==> config.mk <==
export PLATFORM = sky130hd
export DESIGN_NAME = uart_periph
export DESIGN_NICKNAME = d
export VERILOG_FILES = /design/src/rtl/uart_periph.sv
export SDC_FILE = /design/constraint.sdc
export NUM_CORES = 1
export LEC_CHECK = 0
export ABC_AREA = 1
export ABC_CLOCK_PERIOD_IN_PS = 2390
export BUFFER_PORTS_ARGS = -buffer_cell sky130_fd_sc_hd__buf_2
export CORE_ASPECT_RATIO = 0.8
export CORE_MARGIN = 2
export CORE_UTILIZATION = 53
export DETAILED_ROUTE_END_ITERATION = 7
export GPL_TIMING_DRIVEN = 0
export PLACE_DENSITY = 0.91
export SYNTH_ARGS = -nofsm -noshare
export SYNTH_HDL_FRONTEND = slang
export SYNTH_SLANG_ARGS = --single-unit
==> constraint.sdc <==
create_clock -name clk -period 2.39 [get_ports clk]
set_input_delay 0.478 -clock clk [delete_from_list [all_inputs] [get_ports clk]]
set_output_delay 0.478 -clock clk [all_outputs]
set_load 0.01 [all_outputs]
==> src/rtl/uart_periph.sv <==
// uart_periph: memory-mapped 8N1 UART on the MEM-stage data bus.
// TXD at BASE_ADDR, RXD at +4, CON at +8; level irq; option UART_TX_FIFO_EN.
// Ports: clk, reset (async, high); addr/wr_en/rd_en/wr_data bus in;
//   rd_data comb read data; uart_rx serial in; uart_tx serial out; irq.
module uart_periph #(
  parameter int          CLKS_PER_BIT = 868,
  parameter logic [31:0] BASE_ADDR    = 32'h40000018
) (
  input  logic        clk,
  input  logic        reset,
  input  logic [31:0] addr,
  input  logic        wr_en,
  input  logic        rd_en,
  input  logic [31:0] wr_data,
  output logic [31:0] rd_data,
  input  logic        uart_rx,
  output logic        uart_tx,
  output logic        irq
);

  localparam int CW = $clog2(CLKS_PER_BIT);
  localparam logic [CW-1:0] CNT_MAX = CW'(CLKS_PER_BIT - 1);
  localparam logic [CW-1:0] CNT_HALF = CW'(CLKS_PER_BIT / 2 - 1);
  localparam logic [CW-1:0] CNT_ONE = CW'(1);

  typedef enum logic [1:0] {
    S_IDLE,
    S_START,
    S_DATA,
    S_STOP
  } state_t;

  logic sel_txd, sel_rxd, sel_con;
  logic txd_wr, con_wr, rxd_rd, con_rd;

  assign sel_txd = addr == BASE_ADDR;
  assign sel_rxd = addr == BASE_ADDR + 32'd4;
  assign sel_con = addr == BASE_ADDR + 32'd8;
  assign txd_wr = wr_en & sel_txd;
  assign con_wr = wr_en & sel_con;
  assign rxd_rd = rd_en & sel_rxd;
  assign con_rd = rd_en & sel_con;

  logic unused_wr_hi;
  assign unused_wr_hi = ^wr_data[31:8];

  logic tx_ie, rx_ie, tx_done, rx_valid;
  logic frame_err, overrun, fifo_full;
  logic [7:0] rx_data;

  // ---------------- TX ----------------
  state_t tx_state, tx_next;
  logic [CW-1:0] tx_cnt;
  logic [2:0] tx_bit, tx_bit_next;
  logic [7:0] tx_shift, tx_byte;
  logic tx_tick, tx_avail, tx_window, tx_load;
  logic tx_d, tx_busy, tx_done_set;

  assign tx_tick = tx_cnt == CNT_MAX;
  assign tx_load = tx_avail & tx_window;

`ifdef UART_TX_FIFO_EN
  logic [7:0] fifo_mem [4];
  logic [1:0] fifo_wp, fifo_rp;
  logic [2:0] fifo_cnt;
  logic fifo_push;

  assign fifo_push = txd_wr & (fifo_cnt != 3'd4);
  assign fifo_full = fifo_cnt == 3'd4;
  assign tx_avail = fifo_cnt != 3'd0;
  assign tx_byte = fifo_mem[fifo_rp];
  // Reloading straight out of STOP keeps queued frames gap-free.
  assign tx_window = (tx_state == S_IDLE) |
                     ((tx_state == S_STOP) & tx_tick);

  always_ff @(posedge clk) begin
    if (fifo_push) fifo_mem[fifo_wp] <= wr_data[7:0];
  end

  always_ff @(posedge clk or posedge reset) begin
    if (reset) begin
      fifo_wp  <= '0;
      fifo_rp  <= '0;
      fifo_cnt <= '0;
    end else begin
      if (fifo_push) fifo_wp <= fifo_wp + 2'd1;
      if (tx_load) fifo_rp <= fifo_rp + 2'd1;
      fifo_cnt <= fifo_cnt + {2'b0, fifo_push} - {2'b0, tx_load};
    end
  end
`else
  assign fifo_full = 1'b0;
  assign tx_avail = txd_wr;
  assign tx_byte = wr_data[7:0];
  assign tx_window = tx_state == S_IDLE;
`endif

  always_ff @(posedge clk or posedge reset) begin
    if (reset) begin
      tx_state <= S_IDLE;
      tx_cnt   <= '0;
      tx_bit   <= '0;
      tx_shift <= '0;
      uart_tx  <= 1'b1;
    end else begin
      tx_state <= tx_next;
      tx_cnt   <= (tx_state == S_IDLE || tx_tick) ? '0 : tx_cnt + CNT_ONE;
      tx_bit   <= tx_bit_next;
      if (tx_load) tx_shift <= tx_byte;
      uart_tx  <= tx_d;
    end
  end

  always_comb begin
    tx_next = tx_state;
    tx_bit_next = tx_bit;
    unique case (tx_state)
      S_IDLE:  if (tx_load) tx_next = S_START;
      S_START: if (tx_tick) begin
        tx_next = S_DATA;
        tx_bit_next = '0;
      end
      S_DATA:  if (tx_tick) begin
        tx_bit_next = tx_bit + 3'd1;
        if (tx_bit == 3'd7) tx_next = S_STOP;
      end
      S_STOP:  if (tx_tick) tx_next = tx_load ? S_START : S_IDLE;
      default: tx_next = S_IDLE;
    endcase
  end

  // Line level is registered from the state being entered.
  always_comb begin
    tx_d = 1'b1;
    unique case (tx_next)
      S_START: tx_d = 1'b0;
      S_DATA:  tx_d = tx_shift[tx_bit_next];
      default: tx_d = 1'b1;
    endcase
    tx_busy = tx_state != S_IDLE;
    tx_done_set = (tx_state == S_STOP) & tx_tick & (tx_next != S_START);
  end

  // ---------------- RX ----------------
  state_t rx_state, rx_next;
  logic [CW-1:0] rx_cnt;
  logic [2:0] rx_bit, rx_bit_next;
  logic [7:0] rx_shift;
  logic rx_s1, rx_s2, rx_prev;
  logic rx_tick, rx_fall, rx_ok, rx_ferr;

  assign rx_tick = rx_cnt == CNT_MAX;
  assign rx_fall = rx_prev & ~rx_s2;

  always_ff @(posedge clk or posedge reset) begin
    if (reset) begin
      rx_s1    <= 1'b1;
      rx_s2    <= 1'b1;
      rx_prev  <= 1'b1;
      rx_state <= S_IDLE;
      rx_cnt   <= '0;
      rx_bit   <= '0;
      rx_shift <= '0;
    end else begin
      rx_s1    <= uart_rx;
      rx_s2    <= rx_s1;
      rx_prev  <= rx_s2;
      rx_state <= rx_next;
      rx_cnt   <= (rx_state == S_IDLE || rx_next != rx_state || rx_tick)
                  ? '0 : rx_cnt + CNT_ONE;
      rx_bit   <= rx_bit_next;
      if (rx_state == S_DATA && rx_tick)
        rx_shift <= {rx_s2, rx_shift[7:1]};
    end
  end

  always_comb begin
    rx_next = rx_state;
    rx_bit_next = rx_bit;
    unique case (rx_state)
      S_IDLE:  if (rx_fall) rx_next = S_START;
      S_START: if (rx_cnt == CNT_HALF) begin
        rx_next = rx_s2 ? S_IDLE : S_DATA;
        rx_bit_next = '0;
      end
      S_DATA:  if (rx_tick) begin
        rx_bit_next = rx_bit + 3'd1;
        if (rx_bit == 3'd7) rx_next = S_STOP;
      end
      S_STOP:  if (rx_tick) rx_next = S_IDLE;
      default: rx_next = S_IDLE;
    endcase
  end

  always_comb begin
    rx_ok   = (rx_state == S_STOP) & rx_tick & rx_s2;
    rx_ferr = (rx_state == S_STOP) & rx_tick & ~rx_s2;
  end

  // ---------------- flags ----------------
  // Setting events win over read-to-clear in the same cycle.
  always_ff @(posedge clk or posedge reset) begin
    if (reset) begin
      tx_ie     <= 1'b0;
      rx_ie     <= 1'b0;
      tx_done   <= 1'b0;
      rx_valid  <= 1'b0;
      frame_err <= 1'b0;
      overrun   <= 1'b0;
      rx_data   <= '0;
      irq       <= 1'b0;
    end else begin
      if (con_wr) begin
        tx_ie <= wr_data[0];
        rx_ie <= wr_data[1];
      end
      if (tx_done_set) tx_done <= 1'b1;
      else if (con_rd) tx_done <= 1'b0;
      if (rx_ok) rx_valid <= 1'b1;
      else if (rxd_rd) rx_valid <= 1'b0;
      if (rx_ok) rx_data <= rx_shift;
      if (rx_ferr) frame_err <= 1'b1;
      else if (con_rd) frame_err <= 1'b0;
      if (rx_ok & rx_valid) overrun <= 1'b1;
      else if (con_rd) overrun <= 1'b0;
      irq <= (tx_ie & tx_done) | (rx_ie & rx_valid);
    end
  end

  logic [7:0] con_val;
  assign con_val = {fifo_full, overrun, frame_err, tx_busy,
                    rx_valid, tx_done, rx_ie, tx_ie};

  always_comb begin
    rd_data = '0;
    if (rd_en) begin
      unique case (1'b1)
        sel_rxd: rd_data = {24'b0, rx_data};
        sel_con: rd_data = {24'b0, con_val};
        default: rd_data = '0;
      endcase
    end
  end

endmodule

==> reports/metrics.csv <==
stage,metric,value,unit
logic_synthesis,synth_area,3670,sq um
logic_synthesis,yosysWarningCount,0,
floorplan,rows,27,
critical_path,cp-start-kind,input pin,
clocking,cts_buffers,9,
floorplan,die_y,78.4,um
critical_path,reg2reg_slack,0.27,ns
final_layout,final_nets,618,
critical_path,timing.rr.start,tx_cnt[0]$_DFF_PP0_,
timing,slew_viol_final,0,
critical_path,criticalPathCategory,in -> out,
logic_synthesis,avgSynthCellArea,8.20,sq um
grt,grt_pass1_wl,13100,um
timing,tightest_slew,0.789,ns
route,drc,0,
logic_synthesis,synth_seq_area_share,44.5,%
final_layout,syn_to_final_growth,21.1,%
grt,grt.total_usage,21.1,%
route,dr.pass1.iters,4,
timing,fin_crit_sh,97.5,%
power_and_ir_drop,power,2.73,mW
timing,rsz0062_at_grt,no,
logic_synthesis,ys_seq_elements,65,
run,cap_violations,0,
timing,hold_ws,0.218,ns
timing,finalSetupViolations,0,
floorplan,coreArea,6790,sq um
placement,gp_congestion,0.843,
final_layout,fill_cells,527,
placement,hpwlAfterDp,5620,um
status,status,"complete, no violations",
grt,overflow,0,
clocking,clkSinkCount,65,
route,vias,3065,
critical_path,critPathMaxFanout,7,
timing,slew_headroom,47.3,%
placement,post_dp_cell_area,4150,sq um
floorplan,io_pins,103,
final_layout,layout-drive-gt1-share,26.8,%
final_layout,final_common_cell,nand2_1,
clocking,cts.path.max_buffers,2,
grt,antenna_found_initial,0,
placement,dp_slack,-0.0395,ns
grt,grt_pass1_vias,3073,
placement,io_buffers,54,
timing,skew,0.00688,ns
route,wl,7510,um
power_and_ir_drop,powerDensity,614,nW/um^2
logic_synthesis,synthDistinctLibCells,40,
critical_path,setup.worst_path.end_class,output pin,
timing,layout_setup_ws,0.0609,ns
worst_hold_path,hp-start,uart_rx,
floorplan,die_area,7600,sq um
logic_synthesis,syn_inst,447,
critical_path,ff2ff_path_depth,15,
route,drt_iter0_markers,111,
timing,finalHoldViolCount,0,
clocking,cts_tree,built,
route,final_antenna_net_count,0,
timing,max_clock_freq,0.429,GHz
worst_hold_path,hold_path_class,in -> reg,
clocking,cts-root-buf,clkbuf_8,
timing,fin_crit,2.33,ns
clocking,path_clk_slew,0.08,ns
critical_path,r2r-end,uart_tx$_DFF_PP1_,
floorplan,fp.dieW,97,um
final_layout,antenna_cells,0,
worst_hold_path,holdPathStages,1,
critical_path,required,1.91,ns
final_layout,mostFrequentLayoutCells,"97 x nand2_1, 63 x inv_1, 61 x dfrtp_1",
clocking,insertion_delay,0.35,ns
critical_path,worstPathArrival,1.85,ns
power_and_ir_drop,vdd_drop_max,675,uV
route,routed_via_density,4.87,
power_and_ir_drop,p_leak,2.39,nW
route,avgRoutedWirePerCell,11.9,um
clocking,htreeDepth,3,
grt,grt_max_degree,39,
floorplan,start_util,54.0,%
worst_hold_path,min_to,rx_s1$_DFF_PP1_,
final_layout,design_area,4440,sq um
==> registers in the layout (all words and copies together), names as in the netlist, 2 cells and up <==
register and flops:
rx_cnt 10, tx_cnt 10, rx_bit 3, tx_state 2
rx_data 8, tx_bit 3, rx_state 2, rx_shift 8
tx_shift 8
==> cells in the mapped netlist (all sizes together) <==
cell | instances | area share [%]
xor2 | 3 | 0.72
o21ai | 38 | 6.1
nand3 | 28 | 4.6
buf | 28 | 6.0
or2 | 2 | 0.34
o32ai | 1 | 0.24
o22ai | 2 | 0.51
o21bai | 1 | 0.20
o221ai | 1 | 0.24
ha | 12 | 4.1
mux2 | 6 | 1.8
nor3 | 9 | 1.7
nor3b | 4 | 0.82
a21oi | 4 | 0.55
nand4 | 9 | 1.5
dfrtp | 61 | 42
nor2 | 56 | 6.2
a21boi | 1 | 0.20
a22oi | 1 | 0.20
nor4 | 1 | 0.58
a31oi | 1 | 0.17
xnor2 | 2 | 0.48
dfstp | 4 | 2.9
inv | 68 | 7.0
and3 | 1 | 0.17
nand2 | 102 | 11
conb | 1 | 0.10
==> per-layer routing <==
layer | GRT usage [%] | up-vias | routed length (um)
met5 | 0 | - | 0
met3 | 6.59 | 14 | 304
met1 | 24.1 | 1447 | 3190
li1 | - | 1556 | -
met2 | 38.1 | 48 | 3910
met4 | 6.62 | 0 | 107
==> worst max path at each step <==
stage / startpoint / to / slack [ns] / cells after the start
2_1_floorplan: reset / frame_err$_DFFE_PP0P_ / 0.29 / 1
3_3_place_gp: reset / rx_shift[1]$_DFFE_PP0P_ / -0.40 / 2
3_5_place_dp: addr[19] / rd_data[5] / -0.04 / 9
4_1_cts: addr[11] / rd_data[4] / 0.03 / 8
5_1_grt: addr[11] / rd_data[0] / 0.009 / 8
6_report: addr[11] / rd_data[5] / 0.06 / 8
==> kinds of logic after synthesis <==
kind of cell             after synthesis  share of synthesized area [%]
flip-flops                            65                           44.5
AO/OA/AOI/OAI                         50                           8.43
adder cells (fa/ha/maj)               12                           4.09
XOR/XNOR                               5                           1.19
other                                  1                          0.102
AND/OR/NAND/NOR                      212                           26.9
buffers and inverters                 96                           12.9
multiplexers                           6                           1.84
==> cell type report <==
cell class / count / area (sq um) / share of cell area, %
Inverter: 68 / 255 / 5.75
Sequential cell: 65 / 1630 / 36.7
Clock buffer: 9 / 124 / 2.79
Buffer: 28 / 225 / 5.07
Tap cell: 87 / 109 / 2.45
Timing Repair Buffer: 56 / 298 / 6.71
Multi-Input combinational cell: 309 / 1670 / 37.7
Clock inverter: 7 / 125 / 2.82
==> critical path: stages <==
cell and delay (ns):
buf_2 0.11, nor2_1 0.12, nand4_1 0.22, nor3_1 0.27
and3_4 0.27, inv_2 0.07, o21ai_0 0.16, buf_2 0.16
==> stage by stage <==
step / util, % / cells / TNS [ns]
2_1_floorplan: - / 470 / 0
3_3_place_gp: 60.9 / 611 / -24.26
3_5_place_dp: 61.2 / 612 / -0.0564
4_1_cts: 64.9 / 628 / 0
5_1_grt: 65.4 / 629 / 0
6_report: 65.4 / 629 / 0
==> where the power goes <==
part | internal, mW | switching [mW] | total, mW
clock network | 0.703 | 0.458 | 1.16
registers | 1.16 | 0.0573 | 1.22
logic | 0.137 | 0.207 | 0.344
total | 2.00 | 0.723 | 2.73
==> what timing repair did <==
item,4_1_cts,5_1_grt
pin swaps,0,3
buffers inserted,0,1
hold buffers,0,0
endpoints found under the setup margin,5,8
gates resized for setup,3,8
Note: power is estimated with default switching activity, not from simulation.
